### config.mk
export PLATFORM = sky130hd
export DESIGN_NAME = axis_job_scheduler
export DESIGN_NICKNAME = d
export VERILOG_FILES = /design/src/rtl/axis_job_scheduler.sv
export SDC_FILE = /design/constraint.sdc
export NUM_CORES = 1
export LEC_CHECK = 0
export BUFFER_PORTS_ARGS = -buffer_cell sky130_fd_sc_hd__buf_2
export CAP_MARGIN = 10
export CORE_AREA = 2 2 95 97
export CTS_BUF_LIST = sky130_fd_sc_hd__clkbuf_16
export CTS_CLUSTER_SIZE = 14
export DETAILED_ROUTE_END_ITERATION = 16
export DIE_AREA = 0 0 97 99
export GPL_ROUTABILITY_DRIVEN = 0
export PLACE_DENSITY = 0.66
export SETUP_SLACK_MARGIN = 0.5
export SLEW_MARGIN = 10
export SYNTH_ARGS = -nofsm -noshare
export SYNTH_HDL_FRONTEND = slang
export SYNTH_SLANG_ARGS = --single-unit
### constraint.sdc
create_clock -name aclk -period 1.7 [get_ports aclk]
set_clock_uncertainty 0.2 [all_clocks]
set_input_delay 0.255 -clock aclk [delete_from_list [all_inputs] [get_ports aclk]]
set_output_delay 0.255 -clock aclk [all_outputs]
set_load 0.005 [all_outputs]
### src/rtl/axis_job_scheduler.sv
// Round-robin job scheduler sharing one AXI-Stream core between NUM_REQ requesters.
// Optional watchdog abort is compiled in with `define SCHED_TIMEOUT_EN.
//
// state | meaning
// IDLE  | no job; arbitrate among valid requesters, one bubble cycle
// RUN   | job owned by grant; input and result paths pass through concurrently
module axis_job_scheduler #(
  parameter int NUM_REQ        = 4,
  parameter int ID_W           = 2,
  parameter int FRAME_LEN      = 16,
  parameter int RESULT_LEN     = 16,
  parameter int TIMEOUT_CYCLES = 1024
) (
  input  logic                  aclk,
  input  logic                  aresetn,
  input  logic [NUM_REQ-1:0]    s_req_tvalid,
  output logic [NUM_REQ-1:0]    s_req_tready,
  input  logic [32*NUM_REQ-1:0] s_req_tdata,
  output logic                  core_in_tvalid,
  input  logic                  core_in_tready,
  output logic [31:0]           core_in_tdata,
  input  logic                  core_out_tvalid,
  output logic                  core_out_tready,
  input  logic [31:0]           core_out_tdata,
  output logic                  m_res_tvalid,
  input  logic                  m_res_tready,
  output logic [31:0]           m_res_tdata,
  output logic [ID_W-1:0]       m_res_tid,
  output logic                  m_res_tlast,
  output logic                  busy,
  output logic                  timeout_err
);

  localparam int IN_W  = $clog2(FRAME_LEN + 1);
  localparam int OUT_W = $clog2(RESULT_LEN + 1);

  if ((2 ** ID_W) < NUM_REQ || FRAME_LEN < 1 || RESULT_LEN < 1 || TIMEOUT_CYCLES < 1) begin : g_param_check
    $error("axis_job_scheduler: inconsistent parameters");
  end

  typedef enum logic {IDLE, RUN} state_t;

  state_t            state;
  logic [ID_W-1:0]   grant;
  logic [ID_W-1:0]   rr_ptr;
  logic [ID_W-1:0]   next_grant;
  logic              found;
  logic [IN_W-1:0]   in_cnt;
  logic [OUT_W-1:0]  out_cnt;
  logic              run;
  logic              in_done;
  logic              out_done;
  logic              in_hs;
  logic              out_hs;
  logic              in_fin;
  logic              out_fin;
  logic              finish;
  logic              abort;

  // Gating with aresetn keeps every output low during the reset cycle itself.
  assign run      = (state == RUN) && aresetn;
  assign in_done  = (in_cnt == IN_W'(FRAME_LEN));
  assign out_done = (out_cnt == OUT_W'(RESULT_LEN));

  always_comb begin
    logic [ID_W-1:0] idx;
    next_grant = rr_ptr;
    found      = 1'b0;
    idx        = '0;
    for (int k = 0; k < NUM_REQ; k++) begin
      idx = ID_W'((int'(rr_ptr) + k) % NUM_REQ);
      if (!found && s_req_tvalid[idx]) begin
        found      = 1'b1;
        next_grant = idx;
      end
    end
  end

  always_comb begin
    s_req_tready = '0;
    if (run && !in_done) s_req_tready[grant] = core_in_tready;
  end

  assign core_in_tvalid  = run && !in_done && s_req_tvalid[grant];
  assign core_in_tdata   = run ? s_req_tdata[32*grant +: 32] : 32'd0;
  assign core_out_tready = run && !out_done && m_res_tready;
  assign m_res_tvalid    = run && !out_done && core_out_tvalid;
  assign m_res_tdata     = run ? core_out_tdata : 32'd0;
  assign m_res_tid       = run ? grant : '0;
  assign m_res_tlast     = run && (out_cnt == OUT_W'(RESULT_LEN - 1));
  assign busy            = run;

  assign in_hs   = core_in_tvalid && core_in_tready;
  assign out_hs  = m_res_tvalid && m_res_tready;
  // Completion looks one handshake ahead so a shared final cycle leaves RUN on that edge.
  assign in_fin  = in_done || (in_hs && (in_cnt == IN_W'(FRAME_LEN - 1)));
  assign out_fin = out_done || (out_hs && (out_cnt == OUT_W'(RESULT_LEN - 1)));
  assign finish  = run && in_fin && out_fin;

  always_ff @(posedge aclk) begin
    if (!aresetn) begin
      state   <= IDLE;
      grant   <= '0;
      rr_ptr  <= '0;
      in_cnt  <= '0;
      out_cnt <= '0;
    end else begin
      case (state)
        IDLE: begin
          if (found) begin
            grant <= next_grant;
            state <= RUN;
          end
        end
        RUN: begin
          if (finish || abort) begin
            state   <= IDLE;
            rr_ptr  <= ID_W'((int'(grant) + 1) % NUM_REQ);
            in_cnt  <= '0;
            out_cnt <= '0;
          end else begin
            if (in_hs)  in_cnt  <= in_cnt + IN_W'(1);
            if (out_hs) out_cnt <= out_cnt + OUT_W'(1);
          end
        end
        default: state <= IDLE;
      endcase
    end
  end

`ifdef SCHED_TIMEOUT_EN
  localparam int WD_W = (TIMEOUT_CYCLES > 1) ? $clog2(TIMEOUT_CYCLES) : 1;

  logic [WD_W-1:0] wd_cnt;
  logic            to_q;

  // Down-counter reloads on every handshake and while idle; terminal count with no handshake aborts.
  assign abort       = run && !in_hs && !out_hs && (wd_cnt == '0);
  assign timeout_err = to_q && aresetn;

  always_ff @(posedge aclk) begin
    if (!aresetn) begin
      wd_cnt <= '0;
      to_q   <= 1'b0;
    end else begin
      to_q <= abort;
      if (state == IDLE || in_hs || out_hs) wd_cnt <= WD_W'(TIMEOUT_CYCLES - 1);
      else if (wd_cnt != '0)               wd_cnt <= wd_cnt - WD_W'(1);
    end
  end
`else
  assign abort       = 1'b0;
  assign timeout_err = 1'b0;
`endif

endmodule

==> results of run 1 <==
final cells by class:
class                      count  area [µm²]
fill                         731        3580
timing repair buffer         298        2200
multi-input combinational    187        2150
sequential                    15         322
tap                          108         135
clock buffer                   3        75.1
inverter                      15        73.8
antenna                        2        5.00
clock inverter                 1        3.75
registers in the layout, summed over array words and instances, names as in the netlist:
name     cells
in_cnt       5
rr_ptr       2
grant        2
state        1
out_cnt      5
worst paths after layout:
check	startpoint	end	slack, ns	cells after the start
max	grant[0]$_SDFFE_PN0P_	core_in_tdata[15]	-0.39	4
min reg2reg	rr_ptr[0]$_SDFFE_PN0P_	rr_ptr[0]$_SDFFE_PN0P_	0.32	2
max reg2reg	grant[0]$_SDFFE_PN0P_	in_cnt[1]$_SDFFE_PN0P_	-0.30	6
min	s_req_tvalid[1]	grant[1]$_SDFFE_PN0P_	0.24	4
layout by cell type (no fill, tap or decap), types with 3 or more instances in the layout:
cell | synthesis | routed
nor2_4 | 0 | 3
nand3_1 | 4 | 4
dfxtp_4 | 0 | 5
inv_1 | 14 | 9
nand2_1 | 7 | 6
buf_4 | 1 | 34
ha_4 | 0 | 3
buf_16 | 0 | 5
nor2_1 | 16 | 12
mux2i_1 | 4 | 4
buf_12 | 0 | 5
buf_6 | 1 | 65
dfxtp_1 | 15 | 8
buf_2 | 4 | 187
inv_2 | 1 | 5
and3_4 | 0 | 37
and2_1 | 34 | 15
xnor2_1 | 4 | 4
and2_4 | 0 | 19
mux4_2 | 33 | 33
ha_1 | 10 | 6
clkbuf_16 | 0 | 4
and3_1 | 41 | 4
where the power goes:
group | switching [mW] | internal (mW)
Clock | 0.138 | 0.311
Sequential | 0.0254 | 0.365
Combinational | 0.504 | 0.896
Total | 0.668 | 1.57
through the flow:
| stage | area (µm²) | power (mW) | setup TNS [ns] | hold slack [ns] | setup slack [ns] |
|---|---|---|---|---|---|
| floorplan | 2400 | 0.898 | -2.34 | 0.234 | -0.0906 |
| global placement | 3830 | 1.27 | -7.30 | 0.280 | -0.203 |
| detailed placement | 3830 | 1.29 | -7.87 | 0.294 | -0.216 |
| CTS | 4660 | 2.09 | -16.85 | 0.172 | -0.399 |
| global route | 4960 | 2.37 | -21.92 | 0.305 | -0.455 |
| finish | 4970 | 2.24 | -17.80 | 0.238 | -0.385 |
worst max-delay path: stages, from the launching register on:
cell and delay [ns]:
dfxtp_4 0.41, buf_12 0.18, mux4_2 0.52, and2_4 0.18
buf_6 0.10
cells by family (layout without fill, tap and decap cells):
family,after synthesis,count (layout)
flip-flops,15,15
AND/OR/NAND/NOR,118,118
multiplexers,38,38
adder cells (fa/ha/maj),10,10
other,1,3
AO/OA/AOI/OAI,14,15
XOR/XNOR,5,5
buffers and inverters,35,317
what timing repair did:
| item | 4_1_cts | 5_1_grt |
|---|---|---|
| endpoints found under the setup margin | 90 | 90 |
| pin swaps | 21 | 15 |
| buffers inserted | 13 | 8 |
| cloned | 6 | 1 |
| gates resized for setup | 108 | 48 |
metal layers:
layer | vias to the layer above | GRT usage | wire length, µm
li1 | 1453 | - | -
met1 | 1474 | 0.244 | 4080
met2 | 131 | 0.408 | 6320
met3 | 26 | 0.0397 | 552
met4 | 0 | 0.0520 | 316
met5 | - | 0 | 0
==> run_results.csv, run 1 <==
group,metric,value,unit
status,outcome,"complete, but fails checks",
status,violations,"negative setup slack",
drt,viasPerCell,4.90,
global_route,grt_usage,0.213,
finish,final_util,0.581,
finish,final_net_count,699,
finish,final_cells,629,
floorplanning,die_area,9600,µm²
drt,dr_total_vias,3084,
floorplanning,die_h,99,µm
worst_setup_path,cp-end-kind,"primary output",
floorplanning,rows,34,
timing,worstMarginPinSlew,0.503,ns
hold_path,hp-class,"in -> reg",
cts,clockBufferDepth,2,
drt,routed_wl,11.3,mm
logic_synthesis,yosysTopAreaCellShare,0.335,
logic_synthesis,synthCells,236,
timing,grt_setup_unrepaired,"yes",
logic_synthesis,synthesis.area,2220,µm²
floorplanning,core-area,8550,µm²
cts,cts_buffers,3,
global_route,grt_max_degree,34,
logic_synthesis,synth_edf_count,0,
cts,root_buffer,"clkbuf_16",
logic_synthesis,synth_mux_area_frac,0.358,
timing,setup_ws,-0.385,ns
floorplanning,start_util,0.260,
placement,place_inst,595,
logic_synthesis,yosysMostFrequentCell,"and3_1",
worst_setup_path,arrival,1.63,ns
worst_setup_path,cp.required,1.24,ns
timing,period_minus_slack,2.09,ns
logic_synthesis,synth_top_family_by_area,"multiplexers",
cts,cts.clk_slew.worst_paths,0.05,ns
logic_synthesis,synth.yosys.seq_area_share,0.135,
timing,finalHoldViolCount,0,
timing,timing.final.max_slew_violations,0,
logic_synthesis,yosysTopAreaCell,"mux4_2",
drt,drtAntennaViolNets,0,
logic_synthesis,async_reset_ff_frac,0,
timing,fmax,480,MHz
cts,cts_hold_buf,0,
floorplanning,pin_count,245,
logic_synthesis,syn-num-nets,415,
logic_synthesis,synth_compound_area_frac,0.0457,
timing,relSlewSlack,0.662,
drt,firstDrtPassIters,4,
logic_synthesis,ys_ff_latch,15,
placement,hpwl,8.01,mm
logic_synthesis,ys_types,43,
timing,period_share,1.23,
pwr,leakage,2.34,nW
floorplanning,fp.dieW,97,µm
logic_synthesis,synthTopCellsByCount,"and3_1, and2_1, mux4_2, nor2_1, dfxtp_1",
global_route,grt_pass1_wl,16.6,mm
logic_synthesis,yosys.area_share.simple,0.317,
flow_run,drv_cap,0,
drt,drcViolationCount,0,
cts,htree_levels,1,
logic_synthesis,synth_fa_ha_area_frac,0.0564,
worst_setup_path,crit_fanout,14,
placement,portBuffers,243,
logic_synthesis,synth_ff_type,"dfxtp_1",
logic_synthesis,synth.avg_cell_area,9.41,µm²
pwr,ir_drop,0.000609,V
logic_synthesis,synthTopCellsByArea,"mux4_2, dfxtp_1, and3_1",
cts,insertion_delay,0.24,ns
global_route,grt_pass1_vias,3228,
worst_setup_path,critPathLaunchType,"flip-flop",
worst_setup_path,worst-setup-path-type,"reg -> out",
finish,drive_gt1_frac,0.817,
pwr,power_density,451,nW/µm²
timing,setup_viol,85,
global_route,antenna_found_initial,1,
logic_synthesis,post_synth_xor_area_fraction,0.0197,
logic_synthesis,yosys_warnings,0,
finish,area_growth,124,%
drt,drt_iter0_drc,64,
drt,wire_per_inst,17.9,µm
cts,cts.sinks,15,
cts,tritoncts,"done",
global_route,grt-ovfl-total,0,
Power figures use the tool's default switching activity.
==> inputs of run 2 (changes only) <==
--- a/config.mk
+++ b/config.mk
@@ -8,7 +8,6 @@
 export BUFFER_PORTS_ARGS = -buffer_cell sky130_fd_sc_hd__buf_2
 export CAP_MARGIN = 10
 export CORE_AREA = 2 2 95 97
-export CTS_BUF_LIST = sky130_fd_sc_hd__clkbuf_16
 export CTS_CLUSTER_SIZE = 14
 export DETAILED_ROUTE_END_ITERATION = 16
 export DIE_AREA = 0 0 97 99
==> run 2 against run 1 <==
  * Largest cell class is now multi-input combinational cells
  * Largest power group unchanged
  * Hold slack got worse by 0.040 ns
  * Power decreased by 8.9%
  * Fmax decreased by 0.44%
  * Register-to-register slack about the same
  * The run still ends with negative setup slack left
  * Critical path depth unchanged
  * Non-clock buffer count decreased by 5
  * Global-route usage about the same
==> run_results.csv, run 2 (same netlist as run 1, synthesis figures left out) <==
group,metric,value,unit
status,outcome,"complete, but fails checks",
status,violations,"negative setup slack",
cts,cts_buffers,3,
floorplanning,fp.dieW,97,µm
placement,hpwl,8.01,mm
timing,tns,-18.39,ns
worst_setup_path,crit_fanout,14,
worst_setup_path,cp_cell_sequence,"buf_12 > mux4_2 > and2_1 > buf_2",
finish,drive_gt1_frac,0.815,
global_route,antenna_found_initial,1,
pwr,leakage,2.29,nW
drt,drt_iter0_drc,60,
pwr,p_sw_frac,0.315,
placement,portBuffers,243,
floorplanning,start_util,0.260,
global_route,grt_usage,0.213,
drt,drtAntennaViolNets,0,
floorplanning,pin_count,245,
drt,wire_per_inst,17.7,µm
cts,root_buffer,"clkbuf_8",
worst_setup_path,arrival,1.64,ns
floorplanning,die_h,99,µm
worst_setup_path,cp.required,1.24,ns
drt,drcViolationCount,0,
timing,relSlewSlack,0.672,
global_route,grt-ovfl-total,0,
pwr,clkPwrFrac,0.142,
hold_path,hp-class,"in -> reg",
finish,final_common_cell,"buf_2",
flow_run,drv_cap,0,
timing,grt_setup_unrepaired,"yes",
pwr,combPwrFrac,0.668,
timing,period_share,1.23,
cts,cts.clk_slew.worst_paths,0.06,ns
global_route,grt_max_degree,34,
timing,worstMarginPinSlew,0.487,ns
drt,routed_wl,11.0,mm
timing,period_minus_slack,2.09,ns
cts,cts_hold_buf,0,
finish,mostFrequentLayoutCells,"buf_2, buf_6, and3_4",
finish,final_net_count,694,
timing,setup_ws,-0.395,ns
pwr,p_switching,642,µW
cts,clockBufferDepth,2,
drt,firstDrtPassIters,6,
cts,insertion_delay,0.24,ns
drt,viasPerCell,4.89,
worst_setup_path,critPathLaunchType,"flip-flop",
pwr,p_total,2.04,mW
timing,finalHoldViolCount,0,
cts,tritoncts,"done",
worst_setup_path,worst-setup-path-type,"reg -> out",
pwr,p_int,1.40,mW
timing,fmax,477,MHz
pwr,pwr-share-seq,0.190,
worst_setup_path,max_stage_delay,0.51,ns
drt,dr_total_vias,3046,
floorplanning,core-area,8550,µm²
finish,reg_top3,"in_cnt x5, out_cnt x5",
global_route,grt_pass1_vias,3263,
timing,setup_viol,85,
worst_setup_path,cp-end-kind,"primary output",
worst_setup_path,slowest_stage,"mux4_2",
floorplanning,die_area,9600,µm²
cts,htree_levels,1,
finish,area_growth,119,%
pwr,power_density,419,nW/µm²
timing,timing.final.max_slew_violations,0,
global_route,grt_pass1_wl,16.7,mm
floorplanning,rows,34,
pwr,ir_drop,0.000501,V
cts,cts.sinks,15,
-- run 2: layer usage --
| metal | part of all wire | vias to the layer above | track usage |
|---|---|---|---|
| met5 | 0 | - | 0 |
| met4 | 0.034 | 0 | 0.0553 |
| met3 | 0.055 | 30 | 0.0404 |
| met2 | 0.55 | 137 | 0.405 |
| met1 | 0.36 | 1444 | 0.243 |
| li1 | - | 1435 | - |
-- run 2: power groups by stage --
| stage | logic [mW] | clock network (mW) | registers (mW) |
|---|---|---|---|
| after floorplan | 0.514 | 0 | 0.384 |
| after global routing | 1.46 | 0.312 | 0.392 |
| final | 1.36 | 0.290 | 0.389 |
| after detailed placement | 0.894 | 0 | 0.391 |
| after global placement | 0.879 | 0 | 0.391 |
| after CTS | 1.23 | 0.299 | 0.390 |
-- run 2: area by class of cell --
cell class                 instances  area [µm²]
multi-input combinational        187        2160
inverter                          15        71.3
antenna                            1        2.50
sequential                        15         322
clock buffer                       4        45.0
fill                             747        3680
timing repair buffer             293        2130
tap                              108         135
-- run 2: timing repair --
item	CTS	global route
resized for setup	109	43
setup buffers	11	6
gates cloned	6	0
setup endpoints to repair	90	90
pin swaps	22	14
-- run 2: per-stage QoR --
stage	util	std cells	worst slack (ns)	instance area, µm²	hold slack (ns)
global placement	0.448	595	-0.203	3830	0.280
CTS	0.541	616	-0.409	4620	0.183
floorplan	-	236	-0.0906	2400	0.234
global route	0.569	623	-0.457	4870	0.217
finish	0.569	623	-0.395	4870	0.198
detailed placement	0.448	595	-0.216	3830	0.294
-- run 2: path summary, 6_finish.rpt --
kind / depth (start not counted) / end / start / slack [ns]
hold reg to reg: 2 / rr_ptr[0]$_SDFFE_PN0P_ / rr_ptr[0]$_SDFFE_PN0P_ / 0.30
hold / removal: 3 / state$_SDFF_PN0_ / aresetn / 0.20
setup reg to reg: 6 / in_cnt[1]$_SDFFE_PN0P_ / grant[0]$_SDFFE_PN0P_ / -0.30
setup / recovery: 4 / core_in_tdata[29] / grant[0]$_SDFFE_PN0P_ / -0.39
-- run 2: worst max-delay path: cells and delay by family (launching register included) --
kind,cells,cell delay (ns)
muxes,1,0.51
DFF,1,0.41
buffers and inverters,2,0.30
and+or+nand+nor,1,0.17
==> inputs of run 3 (changes only) <==
--- a/config.mk
+++ b/config.mk
@@ -8,6 +8,7 @@
 export BUFFER_PORTS_ARGS = -buffer_cell sky130_fd_sc_hd__buf_2
 export CAP_MARGIN = 10
 export CORE_AREA = 2 2 95 97
+export CTS_BUF_LIST = sky130_fd_sc_hd__clkbuf_8
 export CTS_CLUSTER_SIZE = 14
 export DETAILED_ROUTE_END_ITERATION = 16
 export DIE_AREA = 0 0 97 99
==> run 3 against run 2 <==
  * The run still ends with negative setup slack left
  * Clock-buffer cell count fell by 1
  * Largest power group unchanged
  * Power fell by 0.28%
  * Sequential share of layout area stayed put
  * First-iteration DRC count unchanged
  * Fmax is essentially flat
  * Critical path type unchanged
  * Setup slack about the same
  * Largest cell class unchanged
==> run_results.csv, run 3 (same netlist as run 1, synthesis figures left out) <==
group,metric,value,unit
worst_setup_path,crit_fanout,14,
floorplanning,fp.dieW,97,µm
drt,drcViolationCount,0,
cts,root_buffer,"clkbuf_8",
finish,area_growth,119,%
cts,cts.sinks,15,
global_route,grt-ovfl-total,0,
pwr,p_switching,643,µW
drt,firstDrtPassIters,6,
finish,mostFrequentLayoutCells,"buf_2, buf_6, and3_4",
worst_setup_path,cp_cell_sequence,"buf_12 > mux4_2 > and2_1 > buf_2",
timing,grt_setup_unrepaired,"yes",
pwr,pwr-share-seq,0.191,
worst_setup_path,max_stage_delay,0.51,ns
worst_setup_path,slowest_stage,"mux4_2",
pwr,p_sw_frac,0.316,
floorplanning,die_h,99,µm
timing,setup_ws,-0.395,ns
floorplanning,start_util,0.260,
floorplanning,pin_count,245,
drt,routed_wl,11.0,mm
global_route,grt_max_degree,34,
worst_setup_path,worstSetupEndpoint,"core_in_tdata[29]",
flow_run,drv_cap,0,
global_route,grt_usage,0.213,
status,outcome,"complete, but fails checks",
drt,drt_iter0_drc,60,
global_route,antenna_found_initial,1,
placement,place_ws,-0.216,ns
cts,cts.clk_slew.worst_paths,0.06,ns
placement,hpwl,8.01,mm
worst_setup_path,cpLargestDelayFamily,"multiplexers",
worst_setup_path,cp_num_buf_inv,2,
pwr,leakage,2.29,nW
floorplanning,die_area,9600,µm²
timing,finalHoldViolCount,0,
global_route,grt_pass1_vias,3263,
drt,dr_total_vias,3053,
finish,final_net_count,694,
pwr,power_density,418,nW/µm²
worst_setup_path,cp.required,1.24,ns
timing,timing.final.max_slew_violations,0,
drt,viasPerCell,4.90,
finish,drive_gt1_frac,0.815,
worst_setup_path,timing.reg2reg.setup_slack,-0.30,ns
worst_setup_path,worst-setup-path-type,"reg -> out",
hold_path,hp-class,"in -> reg",
worst_setup_path,cp-end-kind,"primary output",
worst_setup_path,r2r_cells,6,
cts,htree_levels,1,
cts,clockBufferDepth,2,
hold_path,hold_start,"aresetn",
worst_setup_path,arrival,1.64,ns
drt,drtAntennaViolNets,0,
timing,setup_viol,85,
floorplanning,rows,34,
timing,period_share,1.23,
status,violations,"negative setup slack",
pwr,p_total,2.04,mW
timing,relSlewSlack,0.672,
pwr,p_int,1.39,mW
finish,reg_top3,"in_cnt x5, out_cnt x5",
worst_setup_path,timing.rr.end,"in_cnt[1]$_SDFFE_PN0P_",
pwr,clkPwrFrac,0.140,
cts,cts_buffers,3,
worst_setup_path,critPathLaunchType,"flip-flop",
timing,fmax,477,MHz
timing,period_minus_slack,2.09,ns
timing,worstMarginPinSlew,0.487,ns
drt,wire_per_inst,17.7,µm
finish,final_common_cell,"buf_2",
pwr,ir_drop,0.000498,V
placement,portBuffers,243,
worst_setup_path,cp-startpoint,"grant[0]$_SDFFE_PN0P_",
global_route,grt_pass1_wl,16.7,mm
cts,tritoncts,"done",
worst_setup_path,crit_cells,4,
floorplanning,core-area,8550,µm²
pwr,combPwrFrac,0.670,
cts,insertion_delay,0.24,ns
worst_setup_path,reg2reg_from,"grant[0]$_SDFFE_PN0P_",
[run 3: how the worst min path moves through the flow]
stage / endpoint / slack, ns / cells after the start
2_1_floorplan: grant[1]$_SDFFE_PN0P_ / 0.23 / 2
3_3_place_gp: rr_ptr[0]$_SDFFE_PN0P_ / 0.28 / 2
3_5_place_dp: rr_ptr[0]$_SDFFE_PN0P_ / 0.29 / 2
4_1_cts: state$_SDFF_PN0_ / 0.18 / 3
5_1_grt: state$_SDFF_PN0_ / 0.22 / 3
6_report: state$_SDFF_PN0_ / 0.20 / 3
[run 3: cell type report]
cell class	instances	area [µm²]
Timing Repair Buffer	293	2130
Sequential cell	15	322
Clock buffer	3	41.3
Clock inverter	1	3.75
Fill cell	747	3680
Inverter	15	71.3
Antenna cell	1	2.50
Multi-Input combinational cell	187	2160
Tap cell	108	135
[run 3: through the flow]
step	utilization	TNS [ns]	hold slack [ns]	cell area (µm²)	std cells
finish	0.569	-18.40	0.196	4870	623
global route	0.569	-22.32	0.217	4870	623
CTS	0.541	-17.26	0.183	4620	616
detailed placement	0.448	-7.87	0.294	3830	595
global placement	0.448	-7.30	0.280	3830	595
floorplan	-	-2.34	0.234	2400	236
[run 3: metal layers]
| metal | share of wire | global-route usage | vias to the layer above | routed length (µm) |
|---|---|---|---|---|
| li1 | - | - | 1435 | - |
| met1 | 0.36 | 0.243 | 1449 | 3980 |
| met2 | 0.55 | 0.405 | 139 | 6080 |
| met3 | 0.055 | 0.0404 | 30 | 605 |
| met4 | 0.034 | 0.0553 | 0 | 380 |
| met5 | 0 | 0 | - | 0 |
[run 3: worst register-to-register path: stages (launching register included)]
cell and delay (ns):
dfxtp_4 0.41, mux4_2 0.56, buf_6 0.16, buf_4 0.13, nand3_4 0.09, mux2_4 0.30
nor2_1 0.09
[run 3: repair_timing]
| action | 4_1_cts | 5_1_grt |
|---|---|---|
| hold buffers | 0 | 0 |
| cloned | 6 | 0 |
| pin swaps | 22 | 14 |
| endpoints found under the setup margin | 90 | 90 |
| endpoints found under the hold margin | 0 | 0 |
| gates resized for setup | 109 | 43 |
| buffers inserted | 11 | 6 |
[run 3: power groups by stage]
| stage | Combinational, mW | Clock [mW] | Sequential (mW) |
|---|---|---|---|
| finish | 1.36 | 0.284 | 0.389 |
| global route | 1.46 | 0.306 | 0.392 |
| CTS | 1.23 | 0.293 | 0.390 |
| detailed placement | 0.894 | 0 | 0.391 |
| global placement | 0.879 | 0 | 0.391 |
| floorplan | 0.514 | 0 | 0.384 |
